<file path="src/rtl/uart_pkg.sv">
// Shared UART definitions: FSM state codes, frame constants and parity encodings.
// Used by both the receiver and the transmitter.
package uart_pkg;

  localparam logic [2:0] IDLE      = 3'd0;
  localparam logic [2:0] START     = 3'd1;
  localparam logic [2:0] DATA      = 3'd2;
  localparam logic [2:0] PARITY    = 3'd3;
  localparam logic [2:0] STOP      = 3'd4;
  localparam logic [2:0] WAIT_IDLE = 3'd5;

  localparam int OVS        = 16;
  localparam int DATA_BITS  = 8;
  localparam int MID_SAMPLE = 7;

  localparam logic PAR_EVEN = 1'b0;
  localparam logic PAR_ODD  = 1'b1;

endpackage

</file>
<file path="src/rtl/uart_baud_tick.sv">
// Oversample tick generator: one-clk pulse every round(CLK_FREQ/(BAUD*OVS)) clocks.
// Free-running, restartable to phase 0; no backpressure.
module uart_baud_tick #(
  parameter int CLK_FREQ = 25000000,
  parameter int BAUD     = 9600,
  parameter int OVS      = 16
) (
  input  logic clk,
  input  logic rst,
  input  logic restart,
  output logic tick
);

  localparam int TICK_DIV = (CLK_FREQ + (BAUD * OVS) / 2) / (BAUD * OVS);
  localparam int CW       = (TICK_DIV > 1) ? $clog2(TICK_DIV) : 1;

  logic [CW-1:0] cnt_q, cnt_d;

  assign tick = (cnt_q == CW'(TICK_DIV - 1));

  always_comb begin
    cnt_d = cnt_q + 1'b1;
    if (restart || tick) cnt_d = '0;
  end

  always_ff @(posedge clk) begin
    if (rst) cnt_q <= '0;
    else     cnt_q <= cnt_d;
  end

endmodule

</file>
<file path="src/rtl/uart_rx.sv">
// 8-data/1-parity/1-stop UART receiver, 16x oversampled; rx_done strobes mid stop bit, no backpressure.
// Define UART_RX_MAJORITY_EN to take each bit as a 3-sample majority vote instead of one sample.
module uart_rx #(
  parameter int CLK_FREQ = 25000000,
  parameter int BAUD     = 9600,
  parameter int OVS      = 16
) (
  input  logic       clk,
  input  logic       rst,
  input  logic       rx,
  input  logic       parity_sel,
  output logic [7:0] rx_data,
  output logic       rx_done,
  output logic       parity_err,
  output logic       frame_err,
  output logic       rx_busy
);
  import uart_pkg::*;

  localparam int SW = $clog2(OVS);
  localparam int IW = $clog2(DATA_BITS);
  localparam logic [SW-1:0] MID  = SW'(MID_SAMPLE);
  localparam logic [SW-1:0] LAST = SW'(OVS - 1);
  localparam logic [IW-1:0] IDX_LAST = IW'(DATA_BITS - 1);

  logic          rx_meta_q, rx_s_q, rx_prev_q;
  logic [2:0]    state_q, state_d;
  logic [SW-1:0] samp_q, samp_d;
  logic [IW-1:0] idx_q, idx_d;
  logic [7:0]    shift_q, shift_d;
  logic          psel_q, psel_d;
  logic          perr_q, perr_d;
  logic [7:0]    rx_data_q, rx_data_d;
  logic          rx_done_q, rx_done_d;
  logic          parity_err_q, parity_err_d;
  logic          frame_err_q, frame_err_d;
  logic          busy_q, busy_d;
  logic          tick, restart, mid, last, bit_val;

  assign restart = (state_q == IDLE) && rx_prev_q && !rx_s_q;
  assign mid     = tick && (samp_q == MID);
  assign last    = tick && (samp_q == LAST);

  uart_baud_tick #(.CLK_FREQ(CLK_FREQ), .BAUD(BAUD), .OVS(OVS)) u_tick (
    .clk     (clk),
    .rst     (rst),
    .restart (restart),
    .tick    (tick)
  );

`ifdef UART_RX_MAJORITY_EN
  // Vote over the three ticks ending at the decision tick, so latency matches the single-sample build.
  logic [1:0] hist_q;
  always_ff @(posedge clk) begin
    if (rst)       hist_q <= 2'b11;
    else if (tick) hist_q <= {hist_q[0], rx_s_q};
  end
  assign bit_val = (hist_q[1] & hist_q[0]) | (hist_q[1] & rx_s_q) | (hist_q[0] & rx_s_q);
`else
  assign bit_val = rx_s_q;
`endif

  always_comb begin
    state_d      = state_q;
    samp_d       = samp_q;
    idx_d        = idx_q;
    shift_d      = shift_q;
    psel_d       = psel_q;
    perr_d       = perr_q;
    rx_data_d    = rx_data_q;
    rx_done_d    = 1'b0;
    parity_err_d = parity_err_q;
    frame_err_d  = frame_err_q;
    busy_d       = busy_q;
    if (state_q != IDLE && tick) samp_d = samp_q + 1'b1;
    case (state_q)
      IDLE: if (restart) begin
        state_d = START;
        samp_d  = '0;
        psel_d  = parity_sel;
        perr_d  = 1'b0;
        busy_d  = 1'b1;
      end
      START: begin
        if (mid && bit_val) begin
          state_d = IDLE;
          busy_d  = 1'b0;
        end else if (last) begin
          state_d = DATA;
          idx_d   = '0;
        end
      end
      DATA: begin
        if (mid) shift_d[idx_q] = bit_val;
        if (last) begin
          if (idx_q == IDX_LAST) state_d = PARITY;
          else                   idx_d   = idx_q + 1'b1;
        end
      end
      PARITY: begin
        if (mid)  perr_d  = bit_val ^ (^shift_q) ^ psel_q;
        if (last) state_d = STOP;
      end
      STOP: if (mid) begin
        rx_data_d    = shift_q;
        parity_err_d = perr_q;
        frame_err_d  = ~bit_val;
        rx_done_d    = 1'b1;
        if (bit_val) begin
          state_d = IDLE;
          busy_d  = 1'b0;
        end else begin
          state_d = WAIT_IDLE;
        end
      end
      WAIT_IDLE: if (rx_s_q) begin
        state_d = IDLE;
        busy_d  = 1'b0;
      end
      default: begin
        state_d = IDLE;
        busy_d  = 1'b0;
      end
    endcase
  end

  always_ff @(posedge clk) begin
    if (rst) begin
      rx_meta_q    <= 1'b1;
      rx_s_q       <= 1'b1;
      rx_prev_q    <= 1'b1;
      state_q      <= IDLE;
      samp_q       <= '0;
      idx_q        <= '0;
      shift_q      <= '0;
      psel_q       <= 1'b0;
      perr_q       <= 1'b0;
      rx_data_q    <= '0;
      rx_done_q    <= 1'b0;
      parity_err_q <= 1'b0;
      frame_err_q  <= 1'b0;
      busy_q       <= 1'b0;
    end else begin
      rx_meta_q    <= rx;
      rx_s_q       <= rx_meta_q;
      rx_prev_q    <= rx_s_q;
      state_q      <= state_d;
      samp_q       <= samp_d;
      idx_q        <= idx_d;
      shift_q      <= shift_d;
      psel_q       <= psel_d;
      perr_q       <= perr_d;
      rx_data_q    <= rx_data_d;
      rx_done_q    <= rx_done_d;
      parity_err_q <= parity_err_d;
      frame_err_q  <= frame_err_d;
      busy_q       <= busy_d;
    end
  end

  assign rx_data    = rx_data_q;
  assign rx_done    = rx_done_q;
  assign parity_err = parity_err_q;
  assign frame_err  = frame_err_q;
  assign rx_busy    = busy_q;

endmodule

</file>
<file path="config.mk">
export PLATFORM = sky130hd
export DESIGN_NAME = uart_rx
export DESIGN_NICKNAME = d
export VERILOG_FILES = /design/src/rtl/uart_pkg.sv /design/src/rtl/uart_baud_tick.sv /design/src/rtl/uart_rx.sv
export SDC_FILE = /design/constraint.sdc
export NUM_CORES = 1
export LEC_CHECK = 0
export BUFFER_PORTS_ARGS = -buffer_cell sky130_fd_sc_hd__buf_2
export CAP_MARGIN = 0
export CORE_MARGIN = 1
export CORE_UTILIZATION = 60
export CTS_BUF_LIST = sky130_fd_sc_hd__clkbuf_4 sky130_fd_sc_hd__clkbuf_8
export CTS_CLUSTER_SIZE = 24
export DETAILED_ROUTE_END_ITERATION = 7
export HOLD_SLACK_MARGIN = 0.12
export PLACE_DENSITY = 0.8
export SYNTH_ARGS = -nofsm -noshare
export SYNTH_HDL_FRONTEND = slang
export SYNTH_SLANG_ARGS = --single-unit
</file>
<file path="constraint.sdc">
create_clock -name clk -period 2.4 [get_ports clk]
set_input_delay 0 -clock clk [delete_from_list [all_inputs] [get_ports clk]]
set_output_delay 0 -clock clk [all_outputs]
set_load 0.005 [all_outputs]
</file>
==> impl_metrics.json <==
{
  "status": "finished clean",
  "p_per_area_nw_per_um2": 556.2,
  "yosysUniqueCellTypes": 40,
  "fin_crit_sh_pct": 85.76,
  "die_h_um": 60.16,
  "hold_path_class": "in -> reg",
  "cts.clk_slew.worst_paths_ns": 0.12,
  "relSlewSlack_pct": 64.63,
  "ir_drop_v": 0.0005159,
  "worstSetupPathType": "reg -> reg",
  "synth.top_cell.area_share_pct": 42.42,
  "clock_path_buffers": 2,
  "final_common_cell": "nor2_1",
  "cts_tree": "built",
  "ys_seq_area_share_pct": 42.42,
  "cpMaxStageDelayCell": "dfxtp_1",
  "clock_latency_ns": 0.36,
  "grt_usage_pct": 24.09,
  "synth_cells": 222,
  "htree_levels": 2,
  "coreArea_um2": 3128,
  "skew_ns": 0.009687,
  "drt-initial-drc-count": 129,
  "finalSetupViolCount": 0,
  "post_cts_buffers": 0,
  "nNetsFinal": 244,
  "timing.final.hold_violations": 0,
  "comb_power_share_pct": 6.5,
  "path_max_fanout": 11,
  "r2r_slack_ns": 0.34,
  "area_delta_synth_final_pct": 9.248,
  "routed_wl_um": 3711,
  "synth.largest_area_cell": "dfxtp_1",
  "power_switching_uw": 288.9,
  "synth_nets": 231,
  "synthArstFlopShare_pct": 0,
  "synth_edf_count": 0,
  "power.internal_uw": 944.3,
  "netSwitchingFraction_pct": 23.43,
  "total_power_mw": 1.233,
  "drcViolationCount": 0,
  "place_ws_ns": 0.3920,
  "avgViaCountPerCell": 5.614,
  "numCtsBuffers": 5,
  "worst_pin_slew_ns": 0.5306,
  "antenna_left": 0,
  "die_area_um2": 3619,
  "antenna_found_initial": 0,
  "grt_pass1_wl_um": 6499,
  "top_layer_used": "met4",
  "clock-root-buffer": "clkbuf_4",
  "setup_ws_ns": 0.3418,
  "period_needed_ns": 2.058,
  "power_frac_seq_pct": 60.3,
  "r2r_cells": 5,
  "rows": 20,
  "startpoint_type": "register",
  "r2r-end": "shift_q[3]",
  "drive_above_1_share_pct": 14.41,
  "yosys-top-cells-area": "dfxtp_1, mux2i_1, nor2_1, xnor2_1, ha_1",
  "hpwl_um": 2627,
  "wl_per_cell_um": 13.25,
  "start_util_pct": 64.88,
  "num_antenna_cells": 0,
  "fin_tns_setup_ns": 0,
  "crit_start": "state_q[1]",
  "routabilityCongestion": 0.8880,
  "crit_chain": "or3b_2, nor4_2, and4b_1, mux2i_1, nor2_1",
  "drtPass1Iterations": 4,
  "grt_pass1_vias": 1478,
  "ys_ff_latch": 43,
  "utilization_pct": 70.88,
  "layout_common_cells": "nor2_1, dfxtp_1, mux2i_1",
  "leakage_nw": 0.8490,
  "clkSinkCount": 43,
  "grt_max_degree": 34,
  "cp_data_required_time_ns": 2.64,
  "hold-worst-slack_ns": 0.3475,
  "rsz0062_at_grt": "false",
  "nFillCells": 249,
  "overflow": 0,
  "p_clk_share_pct": 33.3,
  "max_stage_delay_ns": 0.53,
  "synth_area_um2": 2029,
  "dr_wl_met2_um": 1768,
  "fmax_mhz": 485.9,
  "slew_viol_final": 0,
  "via_count": 1572,
  "fp.dieW_um": 60.16,
  "port-buffer-count": 15,
  "yosysWarnings": 0,
  "postSynthAreaPerCell_um2": 9.142,
  "endpoint": "shift_q[3]",
  "maxCapViolations": 0,
  "yosys_most_used_dff": "dfxtp_1",
  "cp-end-kind": "register",
  "cp.arrival_ns": 2.30,
  "io_pins": 16,
  "wl_met1_um": 1728,
  "wl_met3_um": 152,
  "crit-reg2reg-launch": "state_q[1]"
}
[registers in the layout, summed over array words and instances, names as in the netlist]
signal        count
rx_data           8
shift_q           8
u_tick.cnt_q      8
samp_q            4
idx_q             3
state_q           3
bit_val           1
frame_err         1
parity_err        1
perr_q            1
psel_q            1
rx_busy           1
rx_done           1
rx_meta_q         1
rx_prev_q         1
[how the worst min path moves through the flow]
stage | slack [ns] | end | depth (start not counted) | start
floorplan | 0.10 | rx_meta_q | 1 | rx
global placement | 0.18 | rx_meta_q | 2 | rx
detailed placement | 0.19 | rx_meta_q | 2 | rx
CTS | 0.35 | rx_meta_q | 3 | rx
global route | 0.36 | rx_meta_q | 3 | rx
finish | 0.35 | rx_meta_q | 3 | rx
[metrics by stage]
step / cells / instance area, µm²
floorplan: 222 / 2029
global placement: 269 / 2115
detailed placement: 269 / 2115
CTS: 280 / 2217
global route: 280 / 2217
finish: 280 / 2217
[metal layers]
| metal | track usage, % | vias up |
|---|---|---|
| met5 | 0 | - |
| met4 | 8.970 | 0 |
| met3 | 5.628 | 9 |
| met2 | 38.62 | 27 |
| met1 | 31.28 | 746 |
| li1 | - | 790 |
[worst max-delay path, delay by kind of cell (launching register included)]
kind,cells,cell delay (ns)
DFF,1,0.53
muxes,1,0.21
and+or+nand+nor,4,1.20
[cells by family (layout without fill, tap and decap cells)]
family	count (synthesis)	after routing	share of synthesized area, %
flip-flops	43	43	42.42
AND/OR/NAND/NOR	100	100	26.76
buffers and inverters	15	29	2.959
AO/OA/AOI/OAI	16	16	4.747
multiplexers	24	24	11.84
adder cells (fa/ha/maj)	5	5	3.083
XOR/XNOR	19	19	8.200
[cell type report]
type | instances | area (µm²) | share of cell area [%]
Clock buffer | 8 | 72.57 | 3.273
Timing Repair Buffer | 19 | 112.6 | 5.079
Multi-Input combinational cell | 164 | 1109 | 50.00
Inverter | 2 | 7.507 | 0.3386
Sequential cell | 43 | 860.8 | 38.83
Tap cell | 44 | 55.05 | 2.483
[power groups by stage]
stage	sequential, mW	clock (mW)	combinational [mW]
finish	0.743	0.410	0.0796
global route	0.746	0.443	0.0897
CTS	0.743	0.413	0.0801
detailed placement	0.760	0	0.0760
global placement	0.758	0	0.0730
floorplan	0.749	0	0.0698
[timing repair]
item,CTS,global route
gates resized for setup,0,0
hold endpoints to repair,16,0
hold buffers,3,0
[Yosys cell counts (all sizes together), types with 3 or more instances]
cell type  instances
a21oi              5
and2               3
buf                3
clkbuf            10
dfxtp             43
ha                 5
mux2i             24
nand2              9
nand3              5
nand4              5
nor2              45
nor3               6
nor4               3
nor4b              3
o21ai              5
or2                4
xnor2             12
xor2               7
(Power assumes the default switching activity.)
